## src/rtl/mem_arb_pkg.sv

```systemverilog
//------------------------------------------------------------------------------
// Module  : mem_arb_pkg
// Brief   : Shared IDs, FSM state and access-size encodings for mem_req_arbiter.
// Revision: 1.0 - initial release
//------------------------------------------------------------------------------
`default_nettype none

package mem_arb_pkg;

  localparam logic ID_INST = 1'b0;
  localparam logic ID_DATA = 1'b1;

  typedef enum logic [1:0] {
    IDLE      = 2'd0,
    LOCK_INST = 2'd1,
    LOCK_DATA = 2'd2
  } arb_state_t;

  localparam logic [1:0] SZ_BYTE = 2'd0;
  localparam logic [1:0] SZ_HALF = 2'd1;
  localparam logic [1:0] SZ_WORD = 2'd2;

endpackage

`default_nettype wire

```

## src/rtl/arb_id_fifo.sv

```systemverilog
//------------------------------------------------------------------------------
// Module  : arb_id_fifo
// Brief   : 1-bit-wide FIFO holding requester IDs of outstanding transactions.
// Revision: 1.0 - initial release
//------------------------------------------------------------------------------
`default_nettype none

module arb_id_fifo #(
  parameter int DEPTH = 4
) (
  input  logic clk,
  input  logic rst,
  input  logic push,
  input  logic din,
  input  logic pop,
  output logic full,
  output logic empty,
  output logic head
);

  localparam int PTR_W = (DEPTH > 1) ? $clog2(DEPTH) : 1;

  logic [DEPTH-1:0] r_mem;
  logic [PTR_W-1:0] r_wr_ptr;
  logic [PTR_W-1:0] r_rd_ptr;
  logic [PTR_W:0]   r_count;
  logic             w_do_push;
  logic             w_do_pop;

  assign full      = (r_count == (PTR_W + 1)'(DEPTH));
  assign empty     = (r_count == '0);
  assign head      = r_mem[r_rd_ptr];
  assign w_do_push = push & ~full;
  assign w_do_pop  = pop & ~empty;

  // DEPTH is a power of two, so pointer overflow is the modulo wrap.
  always_ff @(posedge clk or posedge rst) begin
    if (rst) begin
      r_mem    <= '0;
      r_wr_ptr <= '0;
      r_rd_ptr <= '0;
      r_count  <= '0;
    end else begin
      if (w_do_push) begin
        r_mem[r_wr_ptr] <= din;
        r_wr_ptr        <= r_wr_ptr + 1'b1;
      end
      if (w_do_pop) begin
        r_rd_ptr <= r_rd_ptr + 1'b1;
      end
      case ({w_do_push, w_do_pop})
        2'b10:   r_count <= r_count + 1'b1;
        2'b01:   r_count <= r_count - 1'b1;
        default: r_count <= r_count;
      endcase
    end
  end

endmodule

`default_nettype wire

```

## src/rtl/mem_req_arbiter.sv

```systemverilog
//------------------------------------------------------------------------------
// Module  : mem_req_arbiter
// Brief   : Shares one memory port between inst fetch and data access; routes
//           in-order responses. Optional starvation guard: ARB_STARVE_GUARD_EN.
// Revision: 1.0 - initial release
//------------------------------------------------------------------------------
`default_nettype none

module mem_req_arbiter
  import mem_arb_pkg::*;
#(
  parameter int MAX_OUTST    = 4,
  parameter int STARVE_LIMIT = 8
) (
  input  logic        clk,
  input  logic        rst,
  input  logic        inst_req,
  input  logic        inst_wr,
  input  logic [1:0]  inst_size,
  input  logic [3:0]  inst_wstrb,
  input  logic [31:0] inst_addr,
  input  logic [31:0] inst_wdata,
  output logic        inst_addr_ok,
  output logic        inst_data_ok,
  output logic [31:0] inst_rdata,
  input  logic        data_req,
  input  logic        data_wr,
  input  logic [1:0]  data_size,
  input  logic [3:0]  data_wstrb,
  input  logic [31:0] data_addr,
  input  logic [31:0] data_wdata,
  output logic        data_addr_ok,
  output logic        data_data_ok,
  output logic [31:0] data_rdata,
  output logic        mem_req,
  output logic        mem_wr,
  output logic [1:0]  mem_size,
  output logic [3:0]  mem_wstrb,
  output logic [31:0] mem_addr,
  output logic [31:0] mem_wdata,
  input  logic        mem_addr_ok,
  input  logic        mem_data_ok,
  input  logic [31:0] mem_rdata
);

  arb_state_t r_state;
  arb_state_t w_state_nxt;
  logic       w_sel;
  logic       w_sel_req;
  logic       w_mem_req;
  logic       w_accept;
  logic       w_full;
  logic       w_empty;
  logic       w_head;
  logic       w_pop;
  logic       w_prefer_inst;

`ifdef ARB_STARVE_GUARD_EN
  localparam int STARVE_W = $clog2(STARVE_LIMIT + 1);

  logic [STARVE_W-1:0] r_starve_cnt;

  // Saturates at the limit; inst acceptance or a dropped request clears it.
  always_ff @(posedge clk or posedge rst) begin
    if (rst) begin
      r_starve_cnt <= '0;
    end else if (!inst_req || inst_addr_ok) begin
      r_starve_cnt <= '0;
    end else if (r_starve_cnt < STARVE_W'(STARVE_LIMIT)) begin
      r_starve_cnt <= r_starve_cnt + 1'b1;
    end
  end

  assign w_prefer_inst = inst_req & (r_starve_cnt >= STARVE_W'(STARVE_LIMIT));
`else
  assign w_prefer_inst = 1'b0;
`endif

  always_ff @(posedge clk or posedge rst) begin
    if (rst) begin
      r_state <= IDLE;
    end else begin
      r_state <= w_state_nxt;
    end
  end

  // A stalled request locks the grant so the requester's fields stay on the bus.
  always_comb begin
    w_sel       = ID_INST;
    w_state_nxt = r_state;
    case (r_state)
      IDLE: begin
        if (w_prefer_inst)  w_sel = ID_INST;
        else if (data_req)  w_sel = ID_DATA;
        else                w_sel = ID_INST;
      end
      LOCK_INST: w_sel = ID_INST;
      LOCK_DATA: w_sel = ID_DATA;
      default:   w_sel = ID_INST;
    endcase

    w_sel_req = (w_sel == ID_DATA) ? data_req : inst_req;
    w_mem_req = w_sel_req & ~w_full & ~rst;

    case (r_state)
      IDLE: begin
        if (w_mem_req && !mem_addr_ok) begin
          w_state_nxt = (w_sel == ID_DATA) ? LOCK_DATA : LOCK_INST;
        end
      end
      LOCK_INST, LOCK_DATA: begin
        if (w_mem_req && mem_addr_ok) w_state_nxt = IDLE;
      end
      default: w_state_nxt = IDLE;
    endcase
  end

  assign w_accept = w_mem_req & mem_addr_ok;
  assign w_pop    = mem_data_ok & ~w_empty;

  assign mem_req   = w_mem_req;
  assign mem_wr    = (w_sel == ID_DATA) ? data_wr    : inst_wr;
  assign mem_size  = (w_sel == ID_DATA) ? data_size  : inst_size;
  assign mem_wstrb = (w_sel == ID_DATA) ? data_wstrb : inst_wstrb;
  assign mem_addr  = (w_sel == ID_DATA) ? data_addr  : inst_addr;
  assign mem_wdata = (w_sel == ID_DATA) ? data_wdata : inst_wdata;

  assign inst_addr_ok = w_accept & (w_sel == ID_INST);
  assign data_addr_ok = w_accept & (w_sel == ID_DATA);

  assign inst_data_ok = w_pop & (w_head == ID_INST);
  assign data_data_ok = w_pop & (w_head == ID_DATA);
  assign inst_rdata   = mem_rdata;
  assign data_rdata   = mem_rdata;

  arb_id_fifo #(
    .DEPTH (MAX_OUTST)
  ) u_id_fifo (
    .clk   (clk),
    .rst   (rst),
    .push  (w_accept),
    .din   (w_sel),
    .pop   (w_pop),
    .full  (w_full),
    .empty (w_empty),
    .head  (w_head)
  );

endmodule

`default_nettype wire

```

## config.mk

```make
export PLATFORM = sky130hd
export DESIGN_NAME = mem_req_arbiter
export DESIGN_NICKNAME = d
export VERILOG_FILES = /design/src/rtl/mem_arb_pkg.sv /design/src/rtl/arb_id_fifo.sv /design/src/rtl/mem_req_arbiter.sv
export SDC_FILE = /design/constraint.sdc
export NUM_CORES = 1
export LEC_CHECK = 0
export BUFFER_PORTS_ARGS = -buffer_cell sky130_fd_sc_hd__buf_4
export CAP_MARGIN = 30
export CELL_PAD_IN_SITES_DETAIL_PLACEMENT = 0
export CELL_PAD_IN_SITES_GLOBAL_PLACEMENT = 1
export CORE_MARGIN = 4
export CORE_UTILIZATION = 16
export DETAILED_ROUTE_END_ITERATION = 8
export GPL_TIMING_DRIVEN = 0
export HOLD_SLACK_MARGIN = 0.1
export PLACE_DENSITY_LB_ADDON = 0.1
export SYNTH_ARGS = -nofsm -noshare
export SYNTH_HDL_FRONTEND = slang
export SYNTH_HIERARCHICAL = 1
export SYNTH_SLANG_ARGS = --single-unit
```

## constraint.sdc

```tcl
create_clock -name clk -period 2.3 [get_ports clk]
set_input_delay 0.46 -clock clk [delete_from_list [all_inputs] [get_ports clk]]
set_output_delay 0.46 -clock clk [all_outputs]
set_load 0.02 [all_outputs]
```

==> impl_metrics.sql <==
INSERT INTO impl_metrics (metric_group, metric, value, unit) VALUES
('status', 'run_status', 'complete, no violations', ''),
('critical_path', 'critPathBufInv', '4', ''),
('clock_tree', 'cts-buffers-inserted', '3', ''),
('power_and_ir_drop', 'static-leakage-power', '2.88', 'nW'),
('die', 'die-area', '16300', 'um2'),
('yosys', 'ys_types', '31', ''),
('power_and_ir_drop', 'power_density', '890', 'nW/um2'),
('critical_path', 'timing.critical_path.max_delay_family', 'buffers and inverters', ''),
('yosys', 'synth_enable_flop_cells', '0', ''),
('placement', 'io_buffers', '287', ''),
('placement', 'detailedPlace.worstSlack', '-0.219', 'ns'),
('global_route', 'grt-ovfl-total', '0', ''),
('placement', 'place_inst', '841', ''),
('clock_tree', 'htreeDepth', '1', ''),
('layout', 'layout.nets', '863', ''),
('layout', 'final_util', '0.348', ''),
('timing', 'rsz0062_at_grt', 'true', ''),
('die', 'core_region_area', '13900', 'um2'),
('timing', 'final-setup-viol-count', '0', ''),
('yosys', 'synth_seq_cells', '13', ''),
('critical_path', 'reg2reg_slack', '0.04', 'ns'),
('critical_path', 'critical_path_arrival', '1.82', 'ns'),
('yosys', 'syn-instance-count', '374', ''),
('clock_tree', 'clock_insertion_delay_worst_skew', '0.24', 'ns'),
('clock_tree', 'max-clock-path-buffers', '2', ''),
('flow_run', 'max-cap-violations', '0', ''),
('timing', 'max_clock_skew', '0.00188', 'ns'),
('yosys', 'synth.yosys.seq_area_share', '0.142', ''),
('critical_path', 'worstSetupPathType', 'reg -> out', ''),
('route', 'firstDrtPassIters', '4', ''),
('critical_path', 'critical_path.cell_chain', 'inv_2 > ha_4 > a21oi_1 > inv_2 > buf_4 > nand2_1 > nand2_1 > buf_4', ''),
('die', 'num_rows', '43', ''),
('layout', 'drive_above_1_share', '0.589', ''),
('critical_path', 'critical_path_required', '1.84', 'ns'),
('critical_path', 'crit_fanout', '10', ''),
('layout', 'area_delta_synth_final', '112', '%'),
('global_route', 'first_global_vias', '3052', ''),
('timing', 'postLayoutSetupSlackWorst', '0.0186', 'ns'),
('yosys', 'postSynthNetCount', '562', ''),
('yosys', 'synth_largest_type_area_fraction', '0.365', ''),
('placement', 'dpl.hpwl', '11400', 'um'),
('yosys', 'yosys-top-cells-area', 'nand2_1 36%, buf_4 22%, dfrtp_1 14%, buf_6 6.4%, ha_1 3.8%', ''),
('timing', 'number_of_hold_slack_violations_in_the_final_timing_report', '0', ''),
('clock_tree', 'cts_root_buffer', 'clkbuf_16', ''),
('route', 'detail_route.vias_per_cell', '3.76', ''),
('timing', 'timing.max_slew.rel_slack', '0.712', ''),
('timing', 'fin_crit', '2.28', 'ns'),
('global_route', 'largest_net_degree_at_the_start_of_global_routing', '14', ''),
('global_route', 'antenna_found_initial', '0', ''),
('clock_tree', 'tritoncts_num_sinks', '13', ''),
('power_and_ir_drop', 'design_power_total', '4.32', 'mW'),
('route', 'final_antenna_net_count', '0', ''),
('yosys', 'synth.yosys.warnings', '6', ''),
('yosys', 'leading_cell_type_by_number_of_instances_after_synthesis', 'nand2_1', ''),
('clock_tree', 'cts_tree', 'yes', ''),
('power_and_ir_drop', 'vdd_ir_max', '530', 'uV'),
('layout', 'antenna_cells_inserted', '0', ''),
('critical_path', 'timing.rr.start', 'r_state[0]$_DFFE_PP0P_', ''),
('yosys', 'syn_area_per_cell', '6.11', 'um2'),
('clock_tree', 'clk_transition_reported_paths', '0.05', 'ns'),
('timing', 'worst_pin_slew', '0.432', 'ns'),
('critical_path', 'crit_slowest_cell', 'dfrtp_1', ''),
('critical_path', 'end_kind', 'output pin', ''),
('yosys', 'synth_top_flop_cell', 'dfrtp_1', ''),
('global_route', 'grtUsageTotal', '0.141', ''),
('yosys', 'synth_top_cell_by_area', 'nand2_1', ''),
('route', 'route.vias.total', '3210', ''),
('timing', 'max_freq', '438', 'MHz'),
('critical_path', 'regToRegEndpoint', 'u_id_fifo/r_count[2]$_DFFE_PP0P_', ''),
('route', 'routed_wirelength', '13100', 'um'),
('placement', 'postPlaceCellArea', '4700', 'um2');
registers in the layout (all words and copies together) (netlist names):
signal,flops
r_state,2
u_id_fifo/r_count,3
u_id_fifo/r_mem,4
u_id_fifo/r_rd_ptr,2
u_id_fifo/r_wr_ptr,2
area by class of cell:
class,instances,area [um2]
Multi-Input combinational cell,270,1310
Tap cell,180,225
Clock buffer,3,75.1
Clock inverter,1,5.00
Buffer,80,649
Timing Repair Buffer,296,2220
Fill cell,1516,9080
Sequential cell,13,325
Inverter,11,41.3
worst register-to-register path: cells and delay by family (launching register included):
kind                       cells  cell delay, ns
xor gates and xnor gates       2            0.30
adders and majority gates      3            0.60
buffers and inverters          4            0.30
and+or+nand+nor                3            0.42
AOI/OAI and AO/OA              1            0.20
DFF                            1            0.37
power by group:
group	leakage, nW	internal, mW	switching, mW
Clock	0.0409	0.232	0.102
Sequential	0.160	0.340	0.107
Combinational	2.68	1.61	1.93
metal layers:
layer / vias up / global-route usage / routed length, um
met5: - / 0 / 0
met4: 0 / 0.0158 / 61
met3: 4 / 0.0242 / 935
met2: 135 / 0.288 / 7420
met1: 1400 / 0.154 / 4650
li1: 1671 / - / -
per-stage QoR:
step / TNS, ns / hold WS, ns
floorplan: 0 / 0.201
global placement: -0.184 / 0.350
detailed placement: -0.219 / 0.350
CTS: -0.0150 / 0.254
global route: -3.50 / 0.292
finish: 0 / 0.239
layout by cell type, fill, tap and decap left out, types with 2 or more instances in the layout:
master / count
o21ai_0: 8
nor3_1: 2
ha_1: 4
buf_6: 13
inv_2: 5
buf_4: 362
nand2_1: 222
xnor2_1: 3
xor2_1: 3
o21ai_1: 2
nor2_1: 4
ha_4: 3
clkbuf_16: 3
dfrtp_1: 13
nor2b_1: 2
inv_1: 6
worst max-delay path by stage:
stage | start | slack (ns) | cells past startpoint | end
3_3_place_gp | r_state[0]$_DFFE_PP0P_ | -0.18 | 13 | u_id_fifo/r_count[2]$_DFFE_PP0P_
6_report | r_state[1]$_DFFE_PP0P_ | 0.02 | 8 | mem_wdata[7]
2_1_floorplan | r_state[1]$_DFFE_PP0P_ | 0.008 | 13 | u_id_fifo/r_count[2]$_DFFE_PP0P_
3_5_place_dp | r_state[1]$_DFFE_PP0P_ | -0.22 | 13 | u_id_fifo/r_count[2]$_DFFE_PP0P_
4_1_cts | r_state[1]$_DFFE_PP0P_ | -0.01 | 13 | u_id_fifo/r_count[2]$_DFFE_PP0P_
5_1_grt | r_state[1]$_DFFE_PP0P_ | -0.1 | 8 | mem_wdata[5]
timing repair:
action,in CTS,in global routing
pin swaps,4,5
hold endpoints to repair,2,0
setup buffers,5,3
cloned,0,0
endpoints found under the setup margin,19,72
resized for setup,2,0
hold buffers,1,0
cells by family (layout without fill, tap and decap cells):
family	after synthesis	in the layout	synth area share
compound gates	17	17	0.0586
fa+ha+maj	8	8	0.0471
mux	3	3	0.0208
xor+xnor	6	6	0.0230
buf+inv	91	391	0.302
simple gates	236	236	0.406
flops	13	13	0.142
No activity file was read; power rests on OpenSTA's default activity.
